### src/rtl/stopwatch_timer.sv
// mm:ss stopwatch core: prescaler, run/pause/lap control, minute limit, wrap pulse.
// Define STOPWATCH_HOURS_EN to add an hours digit (disp_hh, 0..23).
module stopwatch_timer #(
    parameter int TICKS_PER_SEC = 100_000_000,
    parameter int MM_MAX        = 59,
    parameter int MM_W          = 6
) (
    input  logic            clk,
    input  logic            rst,
    input  logic            start_stop,
    input  logic            lap,
    input  logic            clear,
    output logic [MM_W-1:0] disp_mm,
    output logic [5:0]      disp_ss,
`ifdef STOPWATCH_HOURS_EN
    output logic [4:0]      disp_hh,
`endif
    output logic            running,
    output logic            lap_active,
    output logic            wrap
);

    localparam int PW = $clog2(TICKS_PER_SEC);

    typedef enum logic [1:0] {S_IDLE, S_RUN, S_PAUSED, S_LAP} state_t;

    state_t          r_state, w_next;
    logic [PW-1:0]   r_presc, w_presc_n;
    logic [5:0]      r_ss, w_ss_n, r_lap_ss, w_lap_ss_n;
    logic [MM_W-1:0] r_mm, w_mm_n, r_lap_mm, w_lap_mm_n;
    logic            w_counting, w_tick, w_wrap_n, w_capture;
`ifdef STOPWATCH_HOURS_EN
    logic [4:0]      r_hh, w_hh_n, r_lap_hh, w_lap_hh_n;
`endif

    always_comb begin
        w_next = r_state;
        if (clear) begin
            w_next = S_IDLE;
        end else if (start_stop) begin
            unique case (r_state)
                S_IDLE:   w_next = S_RUN;
                S_RUN:    w_next = S_PAUSED;
                S_PAUSED: w_next = S_RUN;
                S_LAP:    w_next = S_PAUSED;
                default:  w_next = S_IDLE;
            endcase
        end else if (lap) begin
            case (r_state)
                S_RUN:   w_next = S_LAP;
                S_LAP:   w_next = S_RUN;
                default: w_next = r_state;
            endcase
        end
    end

    assign w_counting = (r_state == S_RUN) || (r_state == S_LAP);
    assign w_tick     = w_counting && (r_presc == PW'(TICKS_PER_SEC - 1));
    assign w_capture  = !clear && !start_stop && lap && (r_state == S_RUN);

    // Tick is applied first; clear then overrides everything.
    always_comb begin
        w_presc_n = r_presc;
        w_ss_n    = r_ss;
        w_mm_n    = r_mm;
        w_wrap_n  = 1'b0;
`ifdef STOPWATCH_HOURS_EN
        w_hh_n    = r_hh;
`endif
        if (w_counting) begin
            w_presc_n = w_tick ? '0 : r_presc + PW'(1);
        end
        if (w_tick) begin
            if (r_ss != 6'd59) begin
                w_ss_n = r_ss + 6'd1;
            end else begin
                w_ss_n = '0;
                if (r_mm != MM_W'(MM_MAX)) begin
                    w_mm_n = r_mm + MM_W'(1);
                end else begin
                    w_mm_n = '0;
`ifdef STOPWATCH_HOURS_EN
                    if (r_hh != 5'd23) begin
                        w_hh_n = r_hh + 5'd1;
                    end else begin
                        w_hh_n   = '0;
                        w_wrap_n = 1'b1;
                    end
`else
                    w_wrap_n = 1'b1;
`endif
                end
            end
        end
        if (clear) begin
            w_presc_n = '0;
            w_ss_n    = '0;
            w_mm_n    = '0;
            w_wrap_n  = 1'b0;
`ifdef STOPWATCH_HOURS_EN
            w_hh_n    = '0;
`endif
        end
    end

    always_comb begin
        w_lap_ss_n = r_lap_ss;
        w_lap_mm_n = r_lap_mm;
`ifdef STOPWATCH_HOURS_EN
        w_lap_hh_n = r_lap_hh;
`endif
        if (clear) begin
            w_lap_ss_n = '0;
            w_lap_mm_n = '0;
`ifdef STOPWATCH_HOURS_EN
            w_lap_hh_n = '0;
`endif
        end else if (w_capture) begin
            w_lap_ss_n = w_ss_n;
            w_lap_mm_n = w_mm_n;
`ifdef STOPWATCH_HOURS_EN
            w_lap_hh_n = w_hh_n;
`endif
        end
    end

    always_ff @(posedge clk) begin
        if (rst) begin
            r_state    <= S_IDLE;
            r_presc    <= '0;
            r_ss       <= '0;
            r_mm       <= '0;
            r_lap_ss   <= '0;
            r_lap_mm   <= '0;
            disp_ss    <= '0;
            disp_mm    <= '0;
            running    <= 1'b0;
            lap_active <= 1'b0;
            wrap       <= 1'b0;
`ifdef STOPWATCH_HOURS_EN
            r_hh       <= '0;
            r_lap_hh   <= '0;
            disp_hh    <= '0;
`endif
        end else begin
            r_state    <= w_next;
            r_presc    <= w_presc_n;
            r_ss       <= w_ss_n;
            r_mm       <= w_mm_n;
            r_lap_ss   <= w_lap_ss_n;
            r_lap_mm   <= w_lap_mm_n;
            disp_ss    <= (w_next == S_LAP) ? w_lap_ss_n : w_ss_n;
            disp_mm    <= (w_next == S_LAP) ? w_lap_mm_n : w_mm_n;
            running    <= (w_next == S_RUN) || (w_next == S_LAP);
            lap_active <= (w_next == S_LAP);
            wrap       <= w_wrap_n;
`ifdef STOPWATCH_HOURS_EN
            r_hh       <= w_hh_n;
            r_lap_hh   <= w_lap_hh_n;
            disp_hh    <= (w_next == S_LAP) ? w_lap_hh_n : w_hh_n;
`endif
        end
    end

endmodule

### config.mk
export PLATFORM = sky130hd
export DESIGN_NAME = stopwatch_timer
export DESIGN_NICKNAME = d
export VERILOG_FILES = /design/src/rtl/stopwatch_timer.sv
export SDC_FILE = /design/constraint.sdc
export NUM_CORES = 1
export LEC_CHECK = 0
export BUFFER_PORTS_ARGS = -buffer_cell sky130_fd_sc_hd__buf_4
export CORE_MARGIN = 2
export CORE_UTILIZATION = 64
export DETAILED_ROUTE_END_ITERATION = 6
export GPL_TIMING_DRIVEN = 1
export PLACE_DENSITY_LB_ADDON = 0.08
export SYNTH_ARGS = -nofsm -noshare
export SYNTH_HDL_FRONTEND = slang
export SYNTH_SLANG_ARGS = --single-unit
export TNS_END_PERCENT = 30
### constraint.sdc
create_clock -name clk -period 7.1 [get_ports clk]
set_input_delay 1.42 -clock clk [delete_from_list [all_inputs] [get_ports clk]]
set_output_delay 1.42 -clock clk [all_outputs]
set_load 0.02 [all_outputs]
* After elaboration in Yosys (flattened, before gate mapping) *
Cells that the tools add are included.
W data, S select, Z words.

storage, ports and cells
  register bits = 68
  bits of input ports = 5
  output and inout port bits = 15
  word-level logic and storage cells = 56

cells by class
  $add $sub $neg = 3
  eq/ne operators = 8
  mux-type cells = 20
  bitwise operators = 1
  reduce and logical (&&, ||, !) cells = 13

operators by type and width
  kind                     number
  $mux W6                  13
  $add A27 B1 Y27 const B  1
  $eq A27 B27 Y1 const B   1
  $mux W27                 1
  $add A6 B1 Y6 const B    2
  $ne A6 B6 Y1 const B     2
  $pmux W2 S2              2
  $eq A2 B2 Y1 const B     3
  $mux W2                  3
  $reduce_or A2 Y1         3
  $eq A2 B1 Y1 const B     2
  $logic_and A1 B1 Y1      4
  $reduce_or A4 Y1         1
  $logic_not A1 Y1         2
  $logic_not A2 Y1         1
  $logic_or A1 B1 Y1       2
  $mux W1                  1
  $not A1 Y1               1

* Depth between registers and ports, before layout *
  word-level depth = 8
  gate-level depth with buffers = 9

* Least setup slack after synthesis *
OpenSTA, ideal clock, no wires.

  path kind = register -> register
  start = register r_state[0]
  end = register disp_ss[4]
  data arrival time = 2.314 ns
  required time = 7.009 ns
  path slack = 4.695 ns
  stages on the path, launching flop included = 8
  clock period less this slack = 2.405 ns
  cell sequence = dfxtp_1 -> ha_1 -> o211ai_1 -> nor4_1 -> nand2_1 -> clkbuf_1 -> or3_1 -> a311oi_1

between the ends
  word-level cells in the longest chain between the ends = 8

RTL lines
  element                                                               RTL line  source
  from (decl)                                                           27        state_t r_state, w_next;
  from (signal assigned)                                                146       r_state <= w_next;
  parallel branches: the longest is 7 deep, another holds $eq A2 B2 Y1  --
  $mux W6 *                                                             152       disp_ss <= (w_next == S_LAP) ? w_lap_ss_n : w_ss_n;
  to (signal assigned)                                                  152
  to (decl)                                                             14        output logic [5:0] disp_ss,

Every way passes the cells marked *.
A chain may end at the register's enable or synchronous reset.

* Final worst setup path *
  start = register r_state[0]
  end = register r_presc[9]

between the ends
  word-level cells in the longest chain between the ends = 4

RTL lines
  element                                       RTL line  source
  $eq A2 B1 Y1 or $eq A2 B2 Y1 (tied branches)  57        assign w_counting = (r_state == S_RUN) || (r_state == S_LAP);
  $logic_or A1 B1 Y1 *                          57
  $logic_and A1 B1 Y1                           58        assign w_tick = w_counting && (r_presc == PW'(TICKS_PER_SEC - 1));
  $mux W27                                      71        w_presc_n = w_tick ? '0 : r_presc + PW'(1);
  to (signal assigned)                          147       r_presc <= w_presc_n;
  to (decl)                                     28        logic [PW-1:0] r_presc, w_presc_n;

Every way passes the cells marked *; elsewhere a longest branch is shown, timed or not.

==> out/qor.json <==
{
  "status": {
    "outcome": "complete, no violations"
  },
  "synthesis": {
    "synth_edf_count": 0,
    "synth.yosys.seq_area_share_pct": 45.2,
    "synth_area_per_cell_um2": 8.57,
    "yosys-top-cells-count": "sky130_fd_sc_hd__dfxtp_1, sky130_fd_sc_hd__nor2_1, sky130_fd_sc_hd__nand2_1",
    "post_synth_num_cell_types": 49,
    "synth-async-reset-ratio_pct": 0,
    "synth_area_um2": 2970,
    "synth_nets": 356,
    "yosysMostFrequentCell": "sky130_fd_sc_hd__dfxtp_1",
    "synthesis.yosys.warnings": 0,
    "synth-seq-cells": 67,
    "synth_cells": 346,
    "yosysTopAreaCell": "sky130_fd_sc_hd__dfxtp_1",
    "synthDominantCellAreaShare_pct": 45.2,
    "synth_area_leaders": "sky130_fd_sc_hd__dfxtp_1, sky130_fd_sc_hd__nor2_1, sky130_fd_sc_hd__xnor2_1",
    "ys.flop_type": "sky130_fd_sc_hd__dfxtp_1"
  },
  "clock_tree": {
    "cts_max_level": 3,
    "cts_root_buffer": "sky130_fd_sc_hd__clkbuf_8",
    "cts.clk_slew.worst_paths_ns": 0.07,
    "worstSkewPairLatency_ns": 0.34,
    "max-clock-path-buffers": 2,
    "cts.hold.buffers_added": 0,
    "cts_made_buffers": 9,
    "postCtsResizedCells": 0,
    "cts_setup_buffers": 0,
    "tritoncts": "yes",
    "clock-sinks": 67
  },
  "route": {
    "vias": 2456,
    "drt-initial-drc-count": 194,
    "firstDrtPassIters": 4,
    "drc": 0,
    "routed_wire_length_mm": 5.77,
    "routed_wire_length_per_instance_um": 13.8,
    "drt.antenna.violating_nets": 0,
    "post_drt_via_cell_ratio": 5.89
  },
  "floorplan": {
    "design.core.area_um2": 4410,
    "start_util_pct": 67.2,
    "die_width_um": 72.1,
    "floorplan.die_area_um2": 5190,
    "ios": 20,
    "die_ht_um": 72.1,
    "core.rowCount": 24
  },
  "timing": {
    "finalClockSkew_ns": 0.00708,
    "setup_total_negative_slack_ns": 0,
    "maxSlewViolCount": 0,
    "post-route-period-util_pct": 38.6,
    "period_minus_slack_ns": 2.74,
    "worst_slew_pin_slew_ns": 0.771,
    "worst_slew_margin_rel_pct": 48.5,
    "max_freq_mhz": 365,
    "whs_ns": 0.481,
    "unrepaired_setup_endpoints_after_global_routing": "false",
    "timing.final.setup_violations": 0,
    "setup_slack_ns": 4.36,
    "hold_viol_final": 0
  },
  "pwr": {
    "total_switching_power_w": 0.000153,
    "comb_power_share_pct": 2.5,
    "power.sequential.fraction_pct": 50.3,
    "power-per-cell-area_nw_per_um2": 224,
    "power_switching_share_pct": 20.4,
    "clock_power_share_pct": 47.2,
    "p_int_w": 0.000598,
    "vdd_drop_max_uv": 149,
    "leakage_nw": 1.16
  },
  "setup_path": {
    "crit_path_cell_trace": "ha_1 -> o211ai_1 -> nor4_1 -> nand2_1 -> nand2_1 -> nor2_1",
    "critical-path-max-stage-delay_ns": 0.68,
    "reg2reg_from": "r_state[0]$_SDFF_PP0_",
    "critical_path_class": "flip-flop to flip-flop",
    "worstSetupStartpoint": "r_state[0]$_SDFF_PP0_",
    "critical-path-top-cell-by-count": "sky130_fd_sc_hd__nand2_1",
    "worst_setup_path_end_kind": "flip-flop",
    "setup.worst_path.start_class": "flip-flop",
    "critPathArrivalTime_ns": 2.94,
    "critical_path_peak_fanout": 24,
    "cell_count_of_the_worst_reg_to_reg_path": 6,
    "critical_path.slowest_cell": "sky130_fd_sc_hd__nand2_1",
    "worst_ep_required_time_ns": 7.30
  },
  "grt": {
    "grt_usage_pct": 24.1,
    "grt_pass1_wl_mm": 9.83,
    "grt_pass1_vias": 2220,
    "overflow": 0,
    "largest_net_degree_at_the_start_of_global_routing": 26,
    "antenna_found_initial": 0
  },
  "final_layout": {
    "area_delta_synth_final_pct": 12.9,
    "final_layout_size_suffix_gt1_share_pct": 11.8,
    "fillerInstances": 343,
    "ant_cells": 0,
    "nNetsFinal": 371,
    "multi_input_comb_area_um2": 1520,
    "sequential_cell_area_um2": 1340
  },
  "placement": {
    "detailedPlacementHpwl_mm": 3.83,
    "placement.setup.worst_slack_ns": 4.21,
    "gp_congestion": 0.878,
    "io_buffer_count": 19
  },
  "worst_hold_path": {
    "hold_path_startpoint": "r_lap_ss[2]$_SDFF_PP0_",
    "whs_path_depth": 2,
    "min_path_type": "flip-flop to flip-flop"
  },
  "job": {
    "cap_viol_max_count": 0
  }
}
-- area by class of cell --
cell class	count	share of cell area, %
clock buffer	11	4.52
clock inverter	4	2.20
inverter	10	1.12
multi-input combinational	252	45.4
sequential	67	40.1
tap	52	1.94
timing repair buffer	21	4.71
-- registers in the layout, summed over array words and instances (netlist names) --
name,count
r_lap_mm,6
disp_mm,6
r_ss,6
r_state,2
r_lap_ss,6
lap_active,1
r_presc,27
wrap,1
r_mm,6
disp_ss,6
-- final timing paths --
path	to	slack, ns
worst max-delay path	r_presc[9]$_SDFFE_PP0P_	4.36
worst max register to register	r_presc[9]$_SDFFE_PP0P_	4.36
worst min-delay path	disp_ss[2]$_SDFF_PP0_	0.48
worst min register to register	disp_ss[2]$_SDFF_PP0_	0.48
-- cells by family (layout without fill, tap and decap cells) --
kind of cell,Yosys count,count (layout),synth area share (%)
fa+ha+maj,5,5,2.11
compound gates,66,66,13.7
simple gates,150,150,26.0
mux,6,6,2.07
flops,67,67,45.2
buf+inv,27,46,3.46
xor+xnor,25,25,7.38
-- worst max-delay path, delay by kind of cell, from the launching register on --
kind	cells	cell delay, ns
and+or+nand+nor	4	1.73
adders and majority gates	1	0.29
AOI/OAI and AO/OA	1	0.17
DFF	1	0.40
-- cells in the final DEF, fill, tap and decap left out, drive strengths merged, types with 3 or more instances in the layout --
cell type / n
xnor2: 16
or4: 4
o21ai: 20
buf: 21
and4: 3
ha: 5
nand3: 13
nor4: 9
nor4b: 3
mux2i: 5
or3: 4
a21oi: 21
a311oi: 3
clkbuf: 11
o211ai: 3
nand2: 22
nor2: 50
xor2: 9
dfxtp: 67
nor3: 13
nand4: 7
and3: 8
inv: 10
-- routing by layer --
metal / wire length, um / up-vias / GRT usage (%)
met3: 268 / 6 / 4.58
li1: - / 1267 / -
met1: 2920 / 1131 / 33.7
met2: 2540 / 52 / 35.6
met4: 45 / 0 / 11.9
met5: 0 / - / 0
-- power by group through the flow --
stage / Combinational (W) / Sequential (W) / Clock [W]
after detailed placement: 0.0000181 / 0.000386 / 0
after floorplan: 0.0000115 / 0.000387 / 0
after global routing: 0.0000209 / 0.000377 / 0.000372
after CTS: 0.0000184 / 0.000378 / 0.000359
after global placement: 0.0000179 / 0.000386 / 0
final: 0.0000186 / 0.000378 / 0.000354
-- stage by stage --
stage / power [W] / utilization [%] / area [um2] / cells
6_report: 0.000750 / 75.9 / 3350 / 417
2_1_floorplan: 0.000398 / - / 2970 / 346
3_3_place_gp: 0.000404 / 70.7 / 3120 / 402
5_1_grt: 0.000771 / 75.9 / 3350 / 417
4_1_cts: 0.000755 / 75.9 / 3350 / 417
3_5_place_dp: 0.000404 / 70.7 / 3120 / 402
(Power assumes the default switching activity.)
